**src/rtl/ref_particle_scheduler.sv**
```systemverilog
// Reference-particle loop sequencer for one home cell: reads the particle count,
// then runs a phase-0 and a phase-1 neighbour pass per reference, prefetching the next one.
module ref_particle_scheduler #(
  parameter int PARTICLE_ID_WIDTH = 7,
  parameter int NB_ADDR_WIDTH     = 9,
  parameter int PHASE_GAP         = 2
) (
  input  logic                         clk,
  input  logic                         rst,
  input  logic                         start,
  input  logic [PARTICLE_ID_WIDTH-1:0] home_count_in,
  input  logic [NB_ADDR_WIDTH-1:0]     nb_count_p0,
  input  logic [NB_ADDR_WIDTH-1:0]     nb_count_p1,
  input  logic                         pipe_ready,
  output logic                         home_rd_en,
  output logic [PARTICLE_ID_WIDTH-1:0] home_rd_addr,
  output logic                         nb_rd_en,
  output logic [NB_ADDR_WIDTH-1:0]     nb_rd_addr,
  output logic                         reading_particle_num,
  output logic [PARTICLE_ID_WIDTH-1:0] particle_id,
  output logic [PARTICLE_ID_WIDTH-1:0] ref_id,
  output logic                         phase,
  output logic                         prev_phase,
  output logic                         busy,
  output logic                         done,
  output logic                         count_err
);

  localparam int PW = PARTICLE_ID_WIDTH;
  localparam int NW = NB_ADDR_WIDTH;
  localparam int GW = (PHASE_GAP < 2) ? 1 : $clog2(PHASE_GAP + 1);
  // Largest count that still lets ref_id+1 fit without wrapping to 0.
  localparam logic [PW-1:0] CNT_MAX  = {{(PW-1){1'b1}}, 1'b0};
  localparam logic [GW-1:0] GAP_LAST = GW'(PHASE_GAP);

  typedef enum logic [3:0] {
    S_IDLE, S_RD_NUM, S_CNT, S_PRIME, S_PHASE0, S_GAP0, S_PHASE1, S_GAP1, S_DONE
  } state_t;

  state_t        state_q, state_d;
  logic [PW-1:0] cnt_q, cnt_d;
  logic [PW-1:0] ref_id_q, ref_id_d;
  logic [NW-1:0] nb_cnt_q, nb_cnt_d;
  logic [NW-1:0] iss_q, iss_d;
  logic          occ_q, occ_d;
  logic [GW-1:0] gap_q, gap_d;
  logic          home_rd_en_q, home_rd_en_d;
  logic [PW-1:0] home_rd_addr_q, home_rd_addr_d;
  logic          nb_rd_en_q, nb_rd_en_d;
  logic [NW-1:0] nb_rd_addr_q, nb_rd_addr_d;
  logic          reading_q, reading_d;
  logic [PW-1:0] particle_id_q, particle_id_d;
  logic          phase_q, phase_d;
  logic          prev_phase_q, prev_phase_d;
  logic          busy_q, busy_d;
  logic          done_q, done_d;
  logic          count_err_q, count_err_d;
  logic          enter_p0_s, enter_p1_s;

  // Next-state and next-output logic; outputs are computed for the cycle being entered.
  always_comb begin
    state_d        = state_q;
    cnt_d          = cnt_q;
    ref_id_d       = ref_id_q;
    nb_cnt_d       = nb_cnt_q;
    iss_d          = iss_q;
    occ_d          = occ_q;
    gap_d          = gap_q;
    count_err_d    = count_err_q;
    home_rd_en_d   = 1'b0;
    home_rd_addr_d = '0;
    nb_rd_en_d     = 1'b0;
    nb_rd_addr_d   = nb_rd_addr_q;
    reading_d      = 1'b0;
    enter_p0_s     = 1'b0;
    enter_p1_s     = 1'b0;

    case (state_q)
      S_IDLE: begin
        if (start) begin
          state_d      = S_RD_NUM;
          count_err_d  = 1'b0;
          cnt_d        = '0;
          ref_id_d     = '0;
          home_rd_en_d = 1'b1;
        end else begin
          state_d = S_IDLE;
        end
      end
      S_RD_NUM: begin
        state_d   = S_CNT;
        reading_d = 1'b1;
      end
      S_CNT: begin
        if (home_count_in > CNT_MAX) begin
          cnt_d       = CNT_MAX;
          count_err_d = 1'b1;
        end else begin
          cnt_d = home_count_in;
        end
        if (home_count_in == '0) begin
          state_d = S_DONE;
        end else begin
          state_d        = S_PRIME;
          home_rd_en_d   = 1'b1;
          home_rd_addr_d = PW'(1);
          ref_id_d       = PW'(1);
        end
      end
      S_PRIME: enter_p0_s = 1'b1;
      S_PHASE0, S_PHASE1: begin
        // A phase ends only once every issue is out and it has lasted two cycles.
        if (iss_q == nb_cnt_q && occ_q) begin
          state_d = (state_q == S_PHASE0) ? S_GAP0 : S_GAP1;
          gap_d   = GW'(1);
        end else begin
          occ_d = 1'b1;
          if (iss_q < nb_cnt_q && pipe_ready) begin
            nb_rd_en_d   = 1'b1;
            nb_rd_addr_d = iss_q;
            iss_d        = iss_q + NW'(1);
          end else begin
            nb_rd_en_d = 1'b0;
          end
        end
      end
      S_GAP0: begin
        if (gap_q >= GAP_LAST) begin
          enter_p1_s = 1'b1;
        end else begin
          gap_d = gap_q + GW'(1);
        end
      end
      S_GAP1: begin
        if (gap_q < GAP_LAST) begin
          gap_d = gap_q + GW'(1);
        end else if (ref_id_q < cnt_q) begin
          ref_id_d   = ref_id_q + PW'(1);
          enter_p0_s = 1'b1;
        end else begin
          state_d = S_DONE;
        end
      end
      S_DONE:  state_d = S_IDLE;
      default: state_d = S_IDLE;
    endcase

    if (enter_p0_s) begin
      state_d  = S_PHASE0;
      nb_cnt_d = nb_count_p0;
      occ_d    = 1'b0;
      iss_d    = '0;
      if (pipe_ready && nb_count_p0 != '0) begin
        nb_rd_en_d   = 1'b1;
        nb_rd_addr_d = '0;
        iss_d        = NW'(1);
      end else begin
        nb_rd_en_d = 1'b0;
      end
    end else if (enter_p1_s) begin
      state_d  = S_PHASE1;
      nb_cnt_d = nb_count_p1;
      occ_d    = 1'b0;
      iss_d    = '0;
      if (pipe_ready && nb_count_p1 != '0) begin
        nb_rd_en_d   = 1'b1;
        nb_rd_addr_d = '0;
        iss_d        = NW'(1);
      end else begin
        nb_rd_en_d = 1'b0;
      end
      // Prefetch of the next reference is independent of pipe_ready.
      if (ref_id_q < cnt_q) begin
        home_rd_en_d   = 1'b1;
        home_rd_addr_d = ref_id_q + PW'(1);
      end else begin
        home_rd_en_d = 1'b0;
      end
    end else begin
      iss_d = iss_d;
    end

    if (state_d == S_IDLE) begin
      nb_rd_addr_d = '0;
    end else begin
      nb_rd_addr_d = nb_rd_addr_d;
    end

    phase_d       = (state_d == S_PHASE1) || (state_d == S_GAP1);
    prev_phase_d  = phase_q;
    busy_d        = (state_d != S_IDLE);
    done_d        = (state_d == S_DONE);
    particle_id_d = home_rd_en_q ? home_rd_addr_q : '0;
  end

  // State and registered outputs with synchronous reset.
  always_ff @(posedge clk) begin
    if (rst) begin
      state_q        <= S_IDLE;
      cnt_q          <= '0;
      ref_id_q       <= '0;
      nb_cnt_q       <= '0;
      iss_q          <= '0;
      occ_q          <= 1'b0;
      gap_q          <= '0;
      home_rd_en_q   <= 1'b0;
      home_rd_addr_q <= '0;
      nb_rd_en_q     <= 1'b0;
      nb_rd_addr_q   <= '0;
      reading_q      <= 1'b0;
      particle_id_q  <= '0;
      phase_q        <= 1'b0;
      prev_phase_q   <= 1'b0;
      busy_q         <= 1'b0;
      done_q         <= 1'b0;
      count_err_q    <= 1'b0;
    end else begin
      state_q        <= state_d;
      cnt_q          <= cnt_d;
      ref_id_q       <= ref_id_d;
      nb_cnt_q       <= nb_cnt_d;
      iss_q          <= iss_d;
      occ_q          <= occ_d;
      gap_q          <= gap_d;
      home_rd_en_q   <= home_rd_en_d;
      home_rd_addr_q <= home_rd_addr_d;
      nb_rd_en_q     <= nb_rd_en_d;
      nb_rd_addr_q   <= nb_rd_addr_d;
      reading_q      <= reading_d;
      particle_id_q  <= particle_id_d;
      phase_q        <= phase_d;
      prev_phase_q   <= prev_phase_d;
      busy_q         <= busy_d;
      done_q         <= done_d;
      count_err_q    <= count_err_d;
    end
  end

  assign home_rd_en           = home_rd_en_q;
  assign home_rd_addr         = home_rd_addr_q;
  assign nb_rd_en             = nb_rd_en_q;
  assign nb_rd_addr           = nb_rd_addr_q;
  assign reading_particle_num = reading_q;
  assign particle_id          = particle_id_q;
  assign ref_id               = ref_id_q;
  assign phase                = phase_q;
  assign prev_phase           = prev_phase_q;
  assign busy                 = busy_q;
  assign done                 = done_q;
  assign count_err            = count_err_q;

endmodule

```
**config.mk**
```make
export PLATFORM = sky130hd
export DESIGN_NAME = ref_particle_scheduler
export DESIGN_NICKNAME = d
export VERILOG_FILES = /design/src/rtl/ref_particle_scheduler.sv
export SDC_FILE = /design/constraint.sdc
export NUM_CORES = 1
export LEC_CHECK = 0
export BUFFER_PORTS_ARGS = -buffer_cell sky130_fd_sc_hd__buf_2
export CAP_MARGIN = 5
export CORE_ASPECT_RATIO = 1.75
export CORE_MARGIN = 2
export CORE_UTILIZATION = 45
export CTS_CLUSTER_SIZE = 16
export DETAILED_ROUTE_END_ITERATION = 8
export MAX_ROUTING_LAYER = met4
export PLACE_DENSITY_LB_ADDON = 0.1
export RECOVER_POWER = 50
export SLEW_MARGIN = 20
export SYNTH_ARGS = -nofsm -noshare
export SYNTH_HDL_FRONTEND = slang
export SYNTH_SLANG_ARGS = --single-unit
```
**constraint.sdc**
```tcl
create_clock -name clk -period 2.5 [get_ports clk]
set_input_delay 0.375 -clock clk [delete_from_list [all_inputs] [get_ports clk]]
set_output_delay 0.375 -clock clk [all_outputs]
set_load 0.05 [all_outputs]
```
* After elaboration in Yosys (flattened, before gate mapping)
Cells that the tools add are included.
W data, S select, Z words.
** Operators by class
- Equality and inequality tests :: 20
- Add/subtract/negate cells :: 3
- Mux-type cells :: 62
- Reductions and logical operators :: 28
- Magnitude comparators :: 5
- Bitwise logic cells :: 2
** Operator list (number)
- $mux W9 :: 14
- $mux W7 :: 8
- $eq A4 B3 Y1 const B :: 6
- $mux W4 :: 6
- $pmux W4 S6 :: 1
- $mux W1 :: 23
- $pmux W7 S3 :: 1
- $reduce_bool A9 Y1 :: 2
- $ne A2 B2 Y1 const B :: 8
- $pmux W7 S2 :: 1
- $reduce_bool A3 Y1 :: 4
- $add A9 B1 Y9 const B :: 1
- $eq A9 B9 Y1 :: 1
- $lt A9 B9 Y1 :: 1
- $eq A4 B2 Y1 const B :: 2
- $logic_not A4 Y1 :: 2
- $mux W2 :: 4
- $reduce_or A2 Y1 :: 4
- $add A7 B1 Y7 const B :: 1
- $gt A7 B7 Y1 const B :: 1
- $logic_not A7 Y1 :: 1
- $lt A7 B7 Y1 :: 1
- $pmux W1 S2 :: 3
- $pmux W2 S3 :: 1
- other kinds (16) :: 23
** Storage, ports and cells
- Flip-flop bits (word level) :: 70
- Word-level logic and storage cells :: 138
- Bits of input ports :: 29
- Output and inout bits :: 38

* Logic depth before layout (Yosys ltp)
- Word-level depth :: 8
- Depth in mapped cells :: 9
- Gate-level depth less buffers :: 8

* Worst setup path before layout
Ideal clock, no wire load.
- Path type :: register to register
- From :: reg ref_id_q[4], in the netlist ref_id[4]
- To :: reg nb_rd_addr_q[2], in the netlist nb_rd_addr[2]
- Data arrival time :: 2.439 ns
- Path slack :: -0.051 ns
- Period minus slack after synthesis :: 2.551 ns
- Library setup time :: 0.112 ns
- Stages on the path, launching flop included :: 9
- Required time :: 2.388 ns
- Cell sequence :: dfxtp_1 ha_1 a211o_1 o211ai_1 o211ai_2 a21oi_1 o211ai_1 clkbuf_1 a2111oi_1
** On the way
- Cells in the longest elaborated chain, start to end :: 8
** Ends and longest elaborated chain
- start: declaration :: line 42 : logic [PW-1:0] ref_id_q, ref_id_d;
- start signal: assignment :: line 220 : ref_id_q <= ref_id_d;
- $lt A7 B7 Y1 (*) :: line 137 : end else if (ref_id_q < cnt_q) begin
- $mux W4 :: line 137
- $mux W4 :: line 135 : if (gap_q < GAP_LAST) begin
- $pmux W4 S6 :: line 78 : case (state_q)
- $mux W4 :: line 160 : end else if (enter_p1_s) begin
- $mux W4 :: line 148 : if (enter_p0_s) begin
- $logic_not A4 Y1 :: line 183 : if (state_d == S_IDLE) begin
- $reduce_or A2 Y1 (no line)
- end signal: assignment :: line 228 : nb_rd_addr_q <= nb_rd_addr_d;
- end: declaration :: line 50 : logic [NW-1:0] nb_rd_addr_q, nb_rd_addr_d;
Every way passes the cells marked *; elsewhere a longest branch is shown, timed or not.
A chain may end at the register's enable or synchronous reset.

* Worst setup path in the final report
- From :: reg nb_cnt_q[3]
- To :: reg nb_rd_addr_q[2], in the netlist nb_rd_addr[2]
** On the way
- Cells in the longest elaborated chain, start to end :: 8
** Ends and longest elaborated chain
- start: declaration :: line 43 : logic [NW-1:0] nb_cnt_q, nb_cnt_d;
- start signal: assignment :: line 221 : nb_cnt_q <= nb_cnt_d;
- $lt A9 B9 Y1 or $eq A9 B9 Y1 (tied branches) :: line 118, 113
- $logic_and A1 B1 Y1, on equally long branches :: line 118, 113
- $mux W9 or $mux W4 (tied branches) :: line 118, 113
- $mux W9 or $pmux W4 S6 (tied branches) :: line 113, 78
- $mux W9 or $mux W4 (tied branches) :: line 78, 160
- $mux W9 or $mux W4 (tied branches) :: line 165, 148
- $mux W9 or $logic_not A4 Y1 (tied branches) :: line 160, 183
- $mux W9 or $reduce_or A2 Y1 (tied branches)
Parallel ways exist; a longest one is shown, timed or not.

==> results.md <==
* Status: completed
* Initial DRC Count at 152
* Largest family of logic cells by synthesized area: simple AND/OR/NAND/NOR gates
* R2r setup slk at 0.08 ns
* CP startpoint: nb_cnt_q[3]$_SDFFE_PP0P_
* Compound-gate portion of the synthesized area at 19.0%
* Die Height at 119 um
* Min-delay worst type: input port to flop
* Reg2Reg Depth at 8
* Minimum hold slack at 0.298 ns
* Max cap viols at 0
* Internal power at 2.19 mW
* Post-route ant nets at 0
* Worst R2R End: nb_rd_addr[2]$_SDFF_PP0_
* Worst-skew pair later-pin latency at 0.34 ns
* Critical R2R Launch: nb_cnt_q[3]$_SDFFE_PP0P_
* Power share of the sequential group at 37.4%
* Drc violations at 0
* Psw at 979 uW
* Die area at 8320 um2
* Fin crit period at 2.42 ns
* I/O Pins at 67
* Syn nets at 431
* Clock transition at path regs at 0.06 ns
* Total power at 3.17 mW
* Worst-margin pin slew at 1.38 ns
* # setup viols final at 0
* Total grt overflow at 0
* HPWL after DPL at 7000 um
* Switching Share at 30.9%
* TritonCTS Buffers at 9
* Post-synth EDFFs at 0
* Post-synthesis adder-cell area fraction at 6.60%
* Placed Area at 4050 um2
* Share of cells above drive strength 1 at 23.8%
* Slew Viols, Final at 0
* Arrival time worst endpoint at 2.65 ns
* Final Net Count at 534
* Syn_area_per_cell at 8.89 um2
* Die X at 69.8 um
* Pin count of the biggest net entering global routing at 35
* Total track usage at 23.5%
* Core area at 7460 um2
* Mapped cell area at 3410 um2
* TritonCTS clock tree: yes
* Via density at 5.68
* Number of diodes at 0
* Area Overhead vs Synth at 34.5%
* Port Buffers at 66
* CTS H-tree depth at 3
* Post-synthesis sequential area ratio at 41.1%
* Mux share of post-synthesis cell area at 2.93%
* Tcrit/Tclk final at 96.9%
* Row count at 42
* Fmax at 413 MHz
* Clk root buf: clkbuf_16
* Register bit total from synthesis at 70
* Routed wire length at 9540 um
* Skew final at 0.00714 ns
* Slew headroom at 7.69%
* Critical Path RT at 2.73 ns
* Vias in the first global route at 3271
* Post-Synth Simple-Gate Area at 21.4%
* Library cells used by synthesis at 55
* Pre-antenna DRT Iters at 4
* First-pass GRT wire length at 15000 um
* CTS Buffer Depth at 2
* Maximum VDD drop at 442 uV
* Vias at 3292
* Clk pwr share at 40.9%
* Initial antenna violation count at 0
* Type of the worst setup path: flop to flop
* Cells after Synth at 384
* Initial Utilization at 45.7%
* Power density over the cells at 690 nW/um2
* Combinational Power Share at 21.7%
* Leak at 1.72 nW
* Ys flop type: dfxtp_1
* Crit. End Element: flop
* Synth Area in XOR/XNOR at 3.59%
* Gpl congestion at 0.908
* Hold Vio Cnt, Final at 0
* Crit-path max FO at 5
* FFs w/ async S/R, synth at 0%
* Yosys warnings at 0
* CP Launch Type: flop
* Crit path to: nb_rd_addr[2]$_SDFF_PP0_
* Design Area, Final at 4590 um2
* Sink Count at 70
* Drt wl/cell at 16.5 um
[cells in the final DEF, fill, tap and decap left out, drive strengths merged, types with 3 or more instances in the layout]
| cell | netlist | layout |
|---|---|---|
| o211ai | 4 | 4 |
| or3 | 7 | 7 |
| o21ai | 8 | 8 |
| a22oi | 9 | 9 |
| mux2i | 10 | 10 |
| nand4 | 5 | 5 |
| nand2b | 5 | 5 |
| buf | 8 | 71 |
| nand3 | 30 | 30 |
| ha | 18 | 18 |
| dfxtp | 70 | 70 |
| xor2 | 3 | 3 |
| clkbuf | 12 | 49 |
| and3 | 4 | 4 |
| a21oi | 33 | 33 |
| nor2 | 33 | 33 |
| and2 | 8 | 8 |
| xnor2 | 11 | 11 |
| o21a | 3 | 3 |
| inv | 21 | 24 |
| nor4 | 6 | 7 |
| o211a | 5 | 5 |
| nor3 | 13 | 13 |
| a2111oi | 11 | 11 |
| nand2 | 21 | 21 |
[kinds of logic (layout without fill, tap and decap cells)]
logic type,after synthesis,in the layout
muxes,10,10
AOI/OAI and AO/OA,89,89
and+or+nand+nor,141,142
DFF,70,70
xor gates and xnor gates,14,14
adders and majority gates,18,18
buffers and inverters,42,149
[layer usage]
layer | GRT usage [%] | part of all wire [%] | wire length [um] | vias to the layer above
li1 | - | - | - | 1605
met1 | 22.0 | 35 | 3310 | 1552
met2 | 43.2 | 56 | 5380 | 99
met3 | 4.48 | 3.9 | 369 | 36
met4 | 14.3 | 5.0 | 478 | 0
met5 | - | 0 | 0 | -
[how the worst min path moves through the flow]
stage,startpoint,to,cells past startpoint
2_1_floorplan,occ_q$_SDFFE_PP0P_,occ_q$_SDFFE_PP0P_,2
6_report,home_count_in[1],cnt_q[1]$_SDFFE_PP0P_,3
4_1_cts,home_count_in[3],cnt_q[3]$_SDFFE_PP0P_,3
3_5_place_dp,home_rd_addr[3]$_SDFF_PP0_,particle_id[3]$_SDFF_PP0_,1
3_3_place_gp,home_rd_addr[5]$_SDFF_PP0_,particle_id[5]$_SDFF_PP0_,1
5_1_grt,home_count_in[1],cnt_q[1]$_SDFFE_PP0P_,3
[per-stage QoR]
step           worst slack [ns]  setup TNS [ns]  instances  utilization [%]
6_report                 0.0779               0        580             61.5
5_1_grt                 -0.0960          -0.575        580             61.5
4_1_cts                 0.00442               0        574             58.5
3_5_place_dp           -0.00261        -0.00261        558             54.3
3_3_place_gp             0.0397               0        558             54.3
2_1_floorplan           0.00457               0        384                -
[cell usage after synthesis (9+ instances only)]
library cell / number / area share (%)
a22oi_1: 9 / 2.0
ha_1: 18 / 6.6
nand3_1: 30 / 4.4
nor3_1: 12 / 1.8
dfxtp_1: 70 / 41
inv_1: 21 / 2.3
a21oi_1: 33 / 4.8
nor2_1: 32 / 3.5
xnor2_1: 11 / 2.8
clkbuf_1: 12 / 1.3
nand2_1: 19 / 2.1
a2111oi_1: 9 / 2.6
mux2i_1: 10 / 2.9
[registers in the layout, summed over array words and instances (netlist names)]
signal,count
busy,1
cnt_q,7
count_err,1
done,1
gap_q,2
home_rd_addr,7
home_rd_en,1
iss_q,9
nb_cnt_q,9
nb_rd_addr,9
nb_rd_en,1
occ_q,1
particle_id,7
phase,1
prev_phase,1
reading_particle_num,1
ref_id,7
state_q,4
[what timing repair did]
item                                    in CTS  in global routing
endpoints found under the setup margin       9                 10
setup buffers                                0                  4
hold buffers                                 0                  0
cloned                                       0                  2
resized for setup                            1                 33
pin swaps                                    3                 11
[critical path, cell delays in order, from the launching register on]
cell and delay, ns:
dfxtp_1 0.33, inv_1 0.07, ha_4 0.27, nand4_1 0.11
or3_4 0.42, or3_4 0.36, a41oi_4 0.26, nor4_4 0.12
a2111oi_2 0.36
[power groups by stage]
| stage | clock [mW] | combinational [mW] | sequential, mW |
|---|---|---|---|
| after global routing | 1.37 | 0.735 | 1.19 |
| after detailed placement | 0 | 0.526 | 1.21 |
| after floorplan | 0 | 0.302 | 1.25 |
| after CTS | 1.32 | 0.536 | 1.19 |
| final | 1.30 | 0.686 | 1.19 |
| after global placement | 0 | 0.522 | 1.21 |
[area by class of cell]
class / count / area (um2)
inverter: 22 / 82.6
clock buffer: 9 / 225
sequential: 70 / 1400
multi-input combinational: 273 / 2070
clock inverter: 7 / 80.1
timing repair buffer: 111 / 621
fill: 684 / 2870
tap: 88 / 110
No activity file was read; power rests on OpenSTA's default activity.
